==> src/rtl/load_store_unit.sv <==
// Load/store initiator for data_mem; misaligned accesses become byte beats when LSU_MISALIGN_SPLIT_EN is defined, else they error.
// One request in flight (req_ready only in IDLE); response N+1 cycles after accept for stores, N+2 for loads, 1 for errors.
module load_store_unit (
    input  logic        clk,
    input  logic        rst_n,
    input  logic        req_valid,
    output logic        req_ready,
    input  logic        req_write,
    input  logic        req_unsigned,
    input  logic [2:0]  req_size,
    input  logic [31:0] req_addr,
    input  logic [31:0] req_wdata,
    output logic        resp_valid,
    output logic [31:0] resp_rdata,
    output logic        resp_err,
    output logic        mem_write,
    output logic        mem_read,
    output logic        is_unsigned,
    output logic [2:0]  xfer_size,
    output logic [31:0] address,
    output logic [31:0] w_data,
    input  logic [31:0] r_data
);
    typedef enum logic [1:0] {S_IDLE, S_ISSUE, S_DRAIN, S_RESP} state_t;
    state_t state_q, state_d;

    logic        write_q, uns_q, split_q, pend_q;
    logic [1:0]  last_q, beat_q, pend_idx_q, beat_nxt;
    logic [31:0] addr_q, wdata_q, rdata_q, merged, final_rdata;
    logic        mem_write_q, mem_read_q, is_unsigned_q;
    logic [2:0]  xfer_size_q;
    logic [31:0] address_q, w_data_q;
    logic        resp_valid_q, resp_err_q;
    logic [31:0] resp_rdata_q;
    logic        size_ok, req_mis, req_err, last_beat;

    assign size_ok   = (req_size == 3'd1) || (req_size == 3'd2) || (req_size == 3'd4);
    assign req_mis   = ((req_size == 3'd2) && req_addr[0]) ||
                       ((req_size == 3'd4) && (req_addr[1:0] != 2'b00));
`ifdef LSU_MISALIGN_SPLIT_EN
    assign req_err   = !size_ok;
`else
    assign req_err   = !size_ok || req_mis;
`endif
    assign last_beat = (beat_q == last_q);
    assign beat_nxt  = beat_q + 2'd1;

    always_comb begin
        state_d = state_q;
        case (state_q)
            S_IDLE:  if (req_valid) state_d = req_err ? S_RESP : S_ISSUE;
            S_ISSUE: if (last_beat) state_d = write_q ? S_RESP : S_DRAIN;
            S_DRAIN: state_d = S_RESP;
            default: state_d = S_IDLE;
        endcase
    end

    // Read data lags its beat by one cycle; pend_idx_q names the byte lane it belongs to.
    always_comb begin
        merged = rdata_q;
        if (split_q) merged[{pend_idx_q, 3'b000} +: 8] = r_data[7:0];
        else         merged = r_data;
        final_rdata = merged;
        if (split_q && (last_q == 2'd1))
            final_rdata[31:16] = uns_q ? 16'h0000 : {16{merged[15]}};
    end

    always_ff @(posedge clk or negedge rst_n) begin
        if (!rst_n) begin
            state_q       <= S_IDLE;
            write_q       <= 1'b0;
            uns_q         <= 1'b0;
            split_q       <= 1'b0;
            last_q        <= 2'd0;
            beat_q        <= 2'd0;
            pend_q        <= 1'b0;
            pend_idx_q    <= 2'd0;
            addr_q        <= '0;
            wdata_q       <= '0;
            rdata_q       <= '0;
            mem_write_q   <= 1'b0;
            mem_read_q    <= 1'b0;
            is_unsigned_q <= 1'b0;
            xfer_size_q   <= 3'd4;
            address_q     <= '0;
            w_data_q      <= '0;
            resp_valid_q  <= 1'b0;
            resp_err_q    <= 1'b0;
            resp_rdata_q  <= '0;
        end else begin
            state_q      <= state_d;
            resp_valid_q <= 1'b0;
            resp_err_q   <= 1'b0;
            resp_rdata_q <= '0;
            pend_q       <= 1'b0;
            if (pend_q) rdata_q <= merged;
            case (state_q)
                S_IDLE: if (req_valid) begin
                    write_q <= req_write;
                    uns_q   <= req_unsigned;
                    split_q <= req_mis;
                    last_q  <= req_mis ? (req_size[2] ? 2'd3 : 2'd1) : 2'd0;
                    beat_q  <= 2'd0;
                    addr_q  <= req_addr;
                    wdata_q <= req_wdata;
                    rdata_q <= '0;
                    if (req_err) begin
                        resp_valid_q <= 1'b1;
                        resp_err_q   <= 1'b1;
                    end else begin
                        mem_write_q   <= req_write;
                        mem_read_q    <= !req_write;
                        address_q     <= req_addr;
                        xfer_size_q   <= req_mis ? 3'd1 : req_size;
                        is_unsigned_q <= req_mis ? 1'b1 : req_unsigned;
                        w_data_q      <= req_mis ? {24'b0, req_wdata[7:0]} : req_wdata;
                    end
                end
                S_ISSUE: begin
                    if (!write_q) begin
                        pend_q     <= 1'b1;
                        pend_idx_q <= beat_q;
                    end
                    if (last_beat) begin
                        mem_write_q  <= 1'b0;
                        mem_read_q   <= 1'b0;
                        resp_valid_q <= write_q;
                    end else begin
                        beat_q    <= beat_nxt;
                        address_q <= addr_q + {30'b0, beat_nxt};
                        w_data_q  <= {24'b0, wdata_q[{beat_nxt, 3'b000} +: 8]};
                    end
                end
                S_DRAIN: begin
                    resp_valid_q <= 1'b1;
                    resp_rdata_q <= final_rdata;
                end
                default: ;
            endcase
        end
    end

    assign req_ready   = (state_q == S_IDLE);
    assign resp_valid  = resp_valid_q;
    assign resp_err    = resp_err_q;
    assign resp_rdata  = resp_rdata_q;
    assign mem_write   = mem_write_q;
    assign mem_read    = mem_read_q;
    assign is_unsigned = is_unsigned_q;
    assign xfer_size   = xfer_size_q;
    assign address     = address_q;
    assign w_data      = w_data_q;
endmodule

==> config.mk <==
export PLATFORM = sky130hd
export DESIGN_NAME = load_store_unit
export DESIGN_NICKNAME = d
export VERILOG_FILES = /design/src/rtl/load_store_unit.sv
export SDC_FILE = /design/constraint.sdc
export NUM_CORES = 1
export LEC_CHECK = 0
export BUFFER_PORTS_ARGS = -buffer_cell sky130_fd_sc_hd__buf_4
export CAP_MARGIN = 20
export CORE_MARGIN = 8
export CORE_UTILIZATION = 40
export DETAILED_ROUTE_END_ITERATION = 7
export GPL_ROUTABILITY_DRIVEN = 0
export PLACE_DENSITY = 0.69
export SKIP_LAST_GASP = 1
export SYNTH_ARGS = -nofsm -noshare
export SYNTH_HDL_FRONTEND = slang
export SYNTH_SLANG_ARGS = --single-unit
==> constraint.sdc <==
create_clock -name clk -period 3 [get_ports clk]
set_input_delay 0.15 -clock clk [delete_from_list [all_inputs] [get_ports clk]]
set_output_delay 0.15 -clock clk [all_outputs]
set_load 0.01 [all_outputs]
# ---- Word level (Yosys, flattened, before mapping)
# Index checks and enable logic that the tools add are counted.
dict set report word_totals {
  output_inout_bits 105
  ff_bits 212
  input_bits 104
}
dict set report op_classes {
  eq_ne 11
  n_mux 43
  n_addsub 3
  bitwise_logic 2
  n_shift 3
  reduce_logical 19
}
# op count
set ops {}
lappend ops {{32-bit two-way mux} 12}
lappend ops {{32-bit one-hot mux with 2 select lines} 2}
lappend ops {{32-bit by 2-bit adder with 32-bit output} 1}
lappend ops {{32-bit bitwise mux} 1}
lappend ops {{16-bit two-way mux} 2}
lappend ops {{8-bit by 7-bit variable shift with 32-bit output (first input constant)} 1}
lappend ops {{32-bit by 6-bit variable part select with 8-bit output} 1}
lappend ops {{8-bit by 7-bit variable part select with 32-bit output} 1}
lappend ops {{2-bit two-way mux} 7}
lappend ops {{1-bit two-way mux} 13}
lappend ops {{2-bit != test (second input constant)} 4}
lappend ops {{4-bit AND reduction} 2}
lappend ops {{5-bit negation with 7-bit output} 1}
lappend ops {{2-bit one-hot mux with 3 select lines} 1}
lappend ops {{2-bit AND reduction} 3}
lappend ops {{3-bit AND reduction} 2}
lappend ops {{2-bit by 1-bit equality test with 1-bit output (second input constant)} 2}
lappend ops {{1-bit logical OR} 4}
lappend ops {{1-bit one-hot mux with 2 select lines} 2}
lappend ops {{2-bit one-hot mux with 2 select lines} 1}
lappend ops {{2-bit nonzero test} 2}
lappend ops {{3-bit by 1-bit equality test with 1-bit output (second input constant)} 1}
lappend ops {{3-bit by 2-bit equality test with 1-bit output (second input constant)} 1}
lappend ops {{3-bit equality test (second input constant)} 1}
lappend ops {{9 further kinds} 13}

# ---- Logic depth before layout (Yosys ltp)
dict set report depth {
  ltp_word 8
  ltp_mapped 12
  mapped_depth_nobuf 8
}

# ---- Least setup slack after synthesis
# Ideal clock, no wire load.
dict set report synth_timing {
  path_kind {reg2reg}
  startpoint {register beat_q[1]}
  endpoint {register address_q[14] (netlist: address[14])}
  path_stages_with_launch 10
  setup_slack_ns 0.308
  synth_period_minus_slack_ns 2.692
  t_arrival_ns 2.596
  path_cell_list {dfrtp_1 -> buf_2 -> buf_1 -> xor2_1 -> fa_1 -> and4_1 -> nand4_2 -> or3_1 -> and3_1 -> o31ai_1}
}
dict set report synth_between {
  elab_chain_len 4
}
# element line_no
set synth_lines {}
lappend synth_lines {{start, declared} 28} ;# logic [1:0] last_q, beat_q, pend_idx_q, beat_nxt;
lappend synth_lines {{start signal, assigned} 129} ;# beat_q <= beat_nxt;
lappend synth_lines {{2-bit by 1-bit adder with 2-bit output} 46} ;# assign beat_nxt = beat_q + 2'd1;
lappend synth_lines {{32-bit by 2-bit adder with 32-bit output} 130} ;# address_q <= addr_q + {30'b0, beat_nxt};
lappend synth_lines {{32-bit two-way mux} 124} ;# if (last_beat) begin
lappend synth_lines {{32-bit one-hot mux with 2 select lines} 97} ;# case (state_q)
lappend synth_lines {{end signal, assigned} 113} ;# address_q <= req_addr;
lappend synth_lines {{end signal, assigned} 130}
lappend synth_lines {{end, declared} 32} ;# logic [31:0] address_q, w_data_q;
# Several ways; a longest one is shown, not always the timed one. The select of a mux whose other input is x is not followed.
# A chain may end at the register's enable or synchronous reset.

# ---- Final worst setup path
dict set report layout_timing {
  startpoint {register state_q[0]}
  endpoint {register address_q[23] (netlist: address[23])}
}
dict set report layout_between {
  elab_chain_len 3
}
# element line_no
set layout_lines {}
lappend layout_lines {{start, declared} 25} ;# state_t state_q, state_d;
lappend layout_lines {{start signal, assigned} 91} ;# state_q <= state_d;
lappend layout_lines {{2-bit by 1-bit equality test with 1-bit output / 2-bit logical NOT (equally long branches)} 97}
lappend layout_lines {{2-bit != test (no source line) / 2-bit nonzero test (equally long branches)} -}
lappend layout_lines {{4-bit AND reduction (no source line)} -}
# Several ways; a longest one is shown, not always the timed one.

==> impl_metrics.tcl <==
set metrics [dict create \
    r2r-start "state_q[0]" \
    clk_latency_ns 0.51 \
    h-tree-depth 1 \
    rrSetupSlack_ns 0.45 \
    dieArea_um2 30730 \
    rows 58 \
    required_ns 3.41 \
    timing.final.crit_share 0.8502 \
    die_w_um 175.3 \
    yosys.area_share.simple 0.2427 \
    io_pins 209 \
    routed_via_density 5.103 \
    cpPeakStageDelay_ns 0.44 \
    numCtsBuffers 24 \
    wl_per_cell_um 17.00 \
    power.density_nw_per_um2 987.5 \
    setup_viol 0 \
    ys_ff_latch 211 \
    synth_xor_area_frac 0.02329 \
    synthAdderAreaFrac 0.01553 \
    worstSetupStartpointType "flip-flop" \
    fin_area_um2 13730 \
    clkSinkCount 211 \
    antenna_found_initial 1 \
    placed_area_um2 12080 \
    cts-root-buf "clkbuf_16" \
    path_delay_family "compound AO/OA/AOI/OAI gates" \
    wl_um 29100 \
    synth_top_family_by_area "simple AND/OR/NAND/NOR gates" \
    whs_ns 0.01523 \
    min_to "resp_rdata[9]" \
    synthCells 1092 \
    period_minus_slack_ns 2.551 \
    ys.flop_type "dfrtp_1" \
    crit_slowest_cell "ha_1" \
    area_delta_synth_final_pct 35.20 \
    pre_cts_slack_ns 0.3668 \
    critPathMostFrequentCell "inv_1" \
    drive_above_1_share 0.2196 \
    fin_skew_ns 0.01028 \
    fmax_mhz 392.1 \
    path_cells "inv_1, ha_1, inv_1, o41ai_4, a211o_2, buf_12, a22oi_1, o21ai_0" \
    slew_violations 0 \
    grt_pass1_wl_um 47870 \
    final_hold_viol_count 0 \
    ir_worst_vdd_mv 0.4224 \
    cp_data_arrival_time_ns 2.96 \
    yosysWarnings 0 \
    postSynthNetCount 1208 \
    worstHoldStart "r_data[9]" \
    cp_num_buf_inv 3 \
    status "completed" \
    cts_setup_buffers 0 \
    synth_area_um2 10150 \
    relSlewSlack 0.2944 \
    rsz0062_at_grt "no" \
    firstDrtPassIters 5 \
    synth_edf_count 0 \
    io_buffers 208 \
    cts.clk_slew.worst_paths_ns 0.06 \
    fill_cells 2182 \
    worst_slew_pin_slew_ns 1.058 \
    tritoncts "yes" \
    grt_pass1_vias 9081 \
    endpoint_kind "flip-flop" \
    cap_violations 0 \
    crit_type "reg -> reg" \
    synth_seq_area_share 0.5202 \
    grt.overflow.total 0 \
    synthMuxAreaShare 0.06396 \
    vias 8736 \
    fin_setup_tns_ns 0 \
    clockBufferDepth 3 \
    hold_depth 3 \
    syn_avg_cell_area_um2 9.297 \
    fin_nets 1481 \
    drt_iter0_drc 567 \
    regToRegEndpoint "address[23]" \
    p_leak_nw 6.667 \
    drc 0 \
    layout_setup_ws_ns 0.4495 \
    synth_cell_type_count 59 \
    synth-async-reset-ratio 1.000 \
    coreArea_um2 25040 \
    reg2reg_depth 8 \
    start_util 0.4055 \
    grt_max_degree 94 \
    dieHeight_um 175.3 \
    ant_nets 0 \
    hold_path_class "in -> reg" \
    synth_compound_area_frac 0.09810 \
    track_usage 0.1879 \
    dp_hpwl_um 20090 \
    crit_fanout 37 \
]
synthesized netlist by cell type (7+ instances only):
master | number | share of area
nand2_1 | 304 | 0.11
dfrtp_1 | 210 | 0.52
nor2_1 | 76 | 0.028
nor2b_1 | 57 | 0.035
o21ai_0 | 55 | 0.027
a21oi_1 | 45 | 0.022
clkbuf_1 | 43 | 0.016
mux2i_1 | 39 | 0.038
nand3_1 | 36 | 0.018
a22oi_1 | 24 | 0.018
buf_2 | 20 | 0.0099
inv_1 | 14 | 0.0052
nand4_1 | 14 | 0.0086
xnor2_1 | 14 | 0.012
nand3b_1 | 13 | 0.0096
xor2_1 | 13 | 0.011
ha_1 | 11 | 0.014
mux4_2 | 8 | 0.018
mux2_2 | 7 | 0.0078
area by class of cell:
cell class	instances	area, um2	share of cell area
sequential	211	5281	0.3848
multi-input combinational	794	4523	0.3295
timing repair buffer	320	2670	0.1945
clock buffer	39	768.2	0.05597
tap	330	412.9	0.03008
inverter	14	52.55	0.003829
clock inverter	2	12.51	0.0009116
antenna	2	5.005	0.0003646
power breakdown:
part	internal [mW]	switching, mW	leakage, nW
logic	2.59	3.20	3.58
registers	4.08	0.828	2.70
clock network	1.73	1.12	0.383
flip-flops by register name (all words and copies together), names as in the netlist:
| name | cells |
|---|---|
| addr_q | 32 |
| address | 32 |
| beat_q | 2 |
| is_unsigned | 1 |
| last_q | 2 |
| mem_read | 1 |
| mem_write | 1 |
| pend_idx_q | 2 |
| pend_q | 1 |
| rdata_q | 32 |
| resp_err | 1 |
| resp_rdata | 32 |
| resp_valid | 1 |
| state_q | 2 |
| uns_q | 1 |
| w_data | 32 |
| wdata_q | 32 |
| write_q | 1 |
| xfer_size | 3 |
logic make-up after synthesis:
logic type,Yosys count
simple gates,542
flops,211
compound gates,159
buf+inv,87
mux,54
xor+xnor,27
fa+ha+maj,12
what timing repair did:
item                                   4_1_cts  5_1_grt
endpoints found under the hold margin      237        0
hold buffers                                85        0
gates resized for setup                      0        0
worst reg2reg max path, stage by stage, from the launching register on:
cell and delay (ns):
dfrtp_1 0.41, inv_1 0.11, ha_1 0.44, inv_1 0.17
o41ai_4 0.39, a211o_2 0.41, buf_12 0.26, a22oi_1 0.12
o21ai_0 0.13
per-layer routing:
layer	vias up	GRT usage	routed length, um
li1	4199	-	-
met1	4213	0.2441	12620
met2	280	0.3117	14040
met3	44	0.04703	1997
met4	0	0.04274	439
met5	-	0	0
worst max-delay path by stage:
stage               start     endpoint  slack [ns]  depth (start not counted)
2_1_floorplan   beat_q[1]  address[14]        0.31                          9
5_1_grt        state_q[0]  address[23]        0.22                          8
4_1_cts        state_q[0]  address[23]        0.32                          8
3_5_place_dp   state_q[0]  address[31]        0.37                          8
3_3_place_gp   state_q[1]  address[28]        0.56                          8
6_report       state_q[0]  address[23]        0.45                          8
stage by stage:
step | utilization | power [mW] | cells
global route | 0.5481 | 14.59 | 1711
finish | 0.5482 | 13.55 | 1712
floorplan | - | 8.382 | 1092
detailed placement | 0.4824 | 10.68 | 1582
global placement | 0.4824 | 10.51 | 1582
CTS | 0.5475 | 13.69 | 1708
layout by cell type (no fill, tap or decap), types with 7 or more instances in the layout:
master,netlist,layout
a22oi_1,24,24
nand4_1,14,14
clkbuf_16,0,25
xor2_1,13,13
mux4_2,8,8
mux2_2,7,7
nand3_1,36,36
ha_1,11,10
mux2i_1,39,39
inv_1,14,14
clkbuf_8,0,9
nand3b_1,13,13
nor2_1,76,76
dfrtp_1,210,210
buf_4,2,229
dlygate4sd3_1,0,85
nand2_1,304,303
a21oi_1,45,44
xnor2_1,14,14
nor2b_1,57,57
o21ai_0,55,55
No activity file was read; power rests on OpenSTA's default activity.
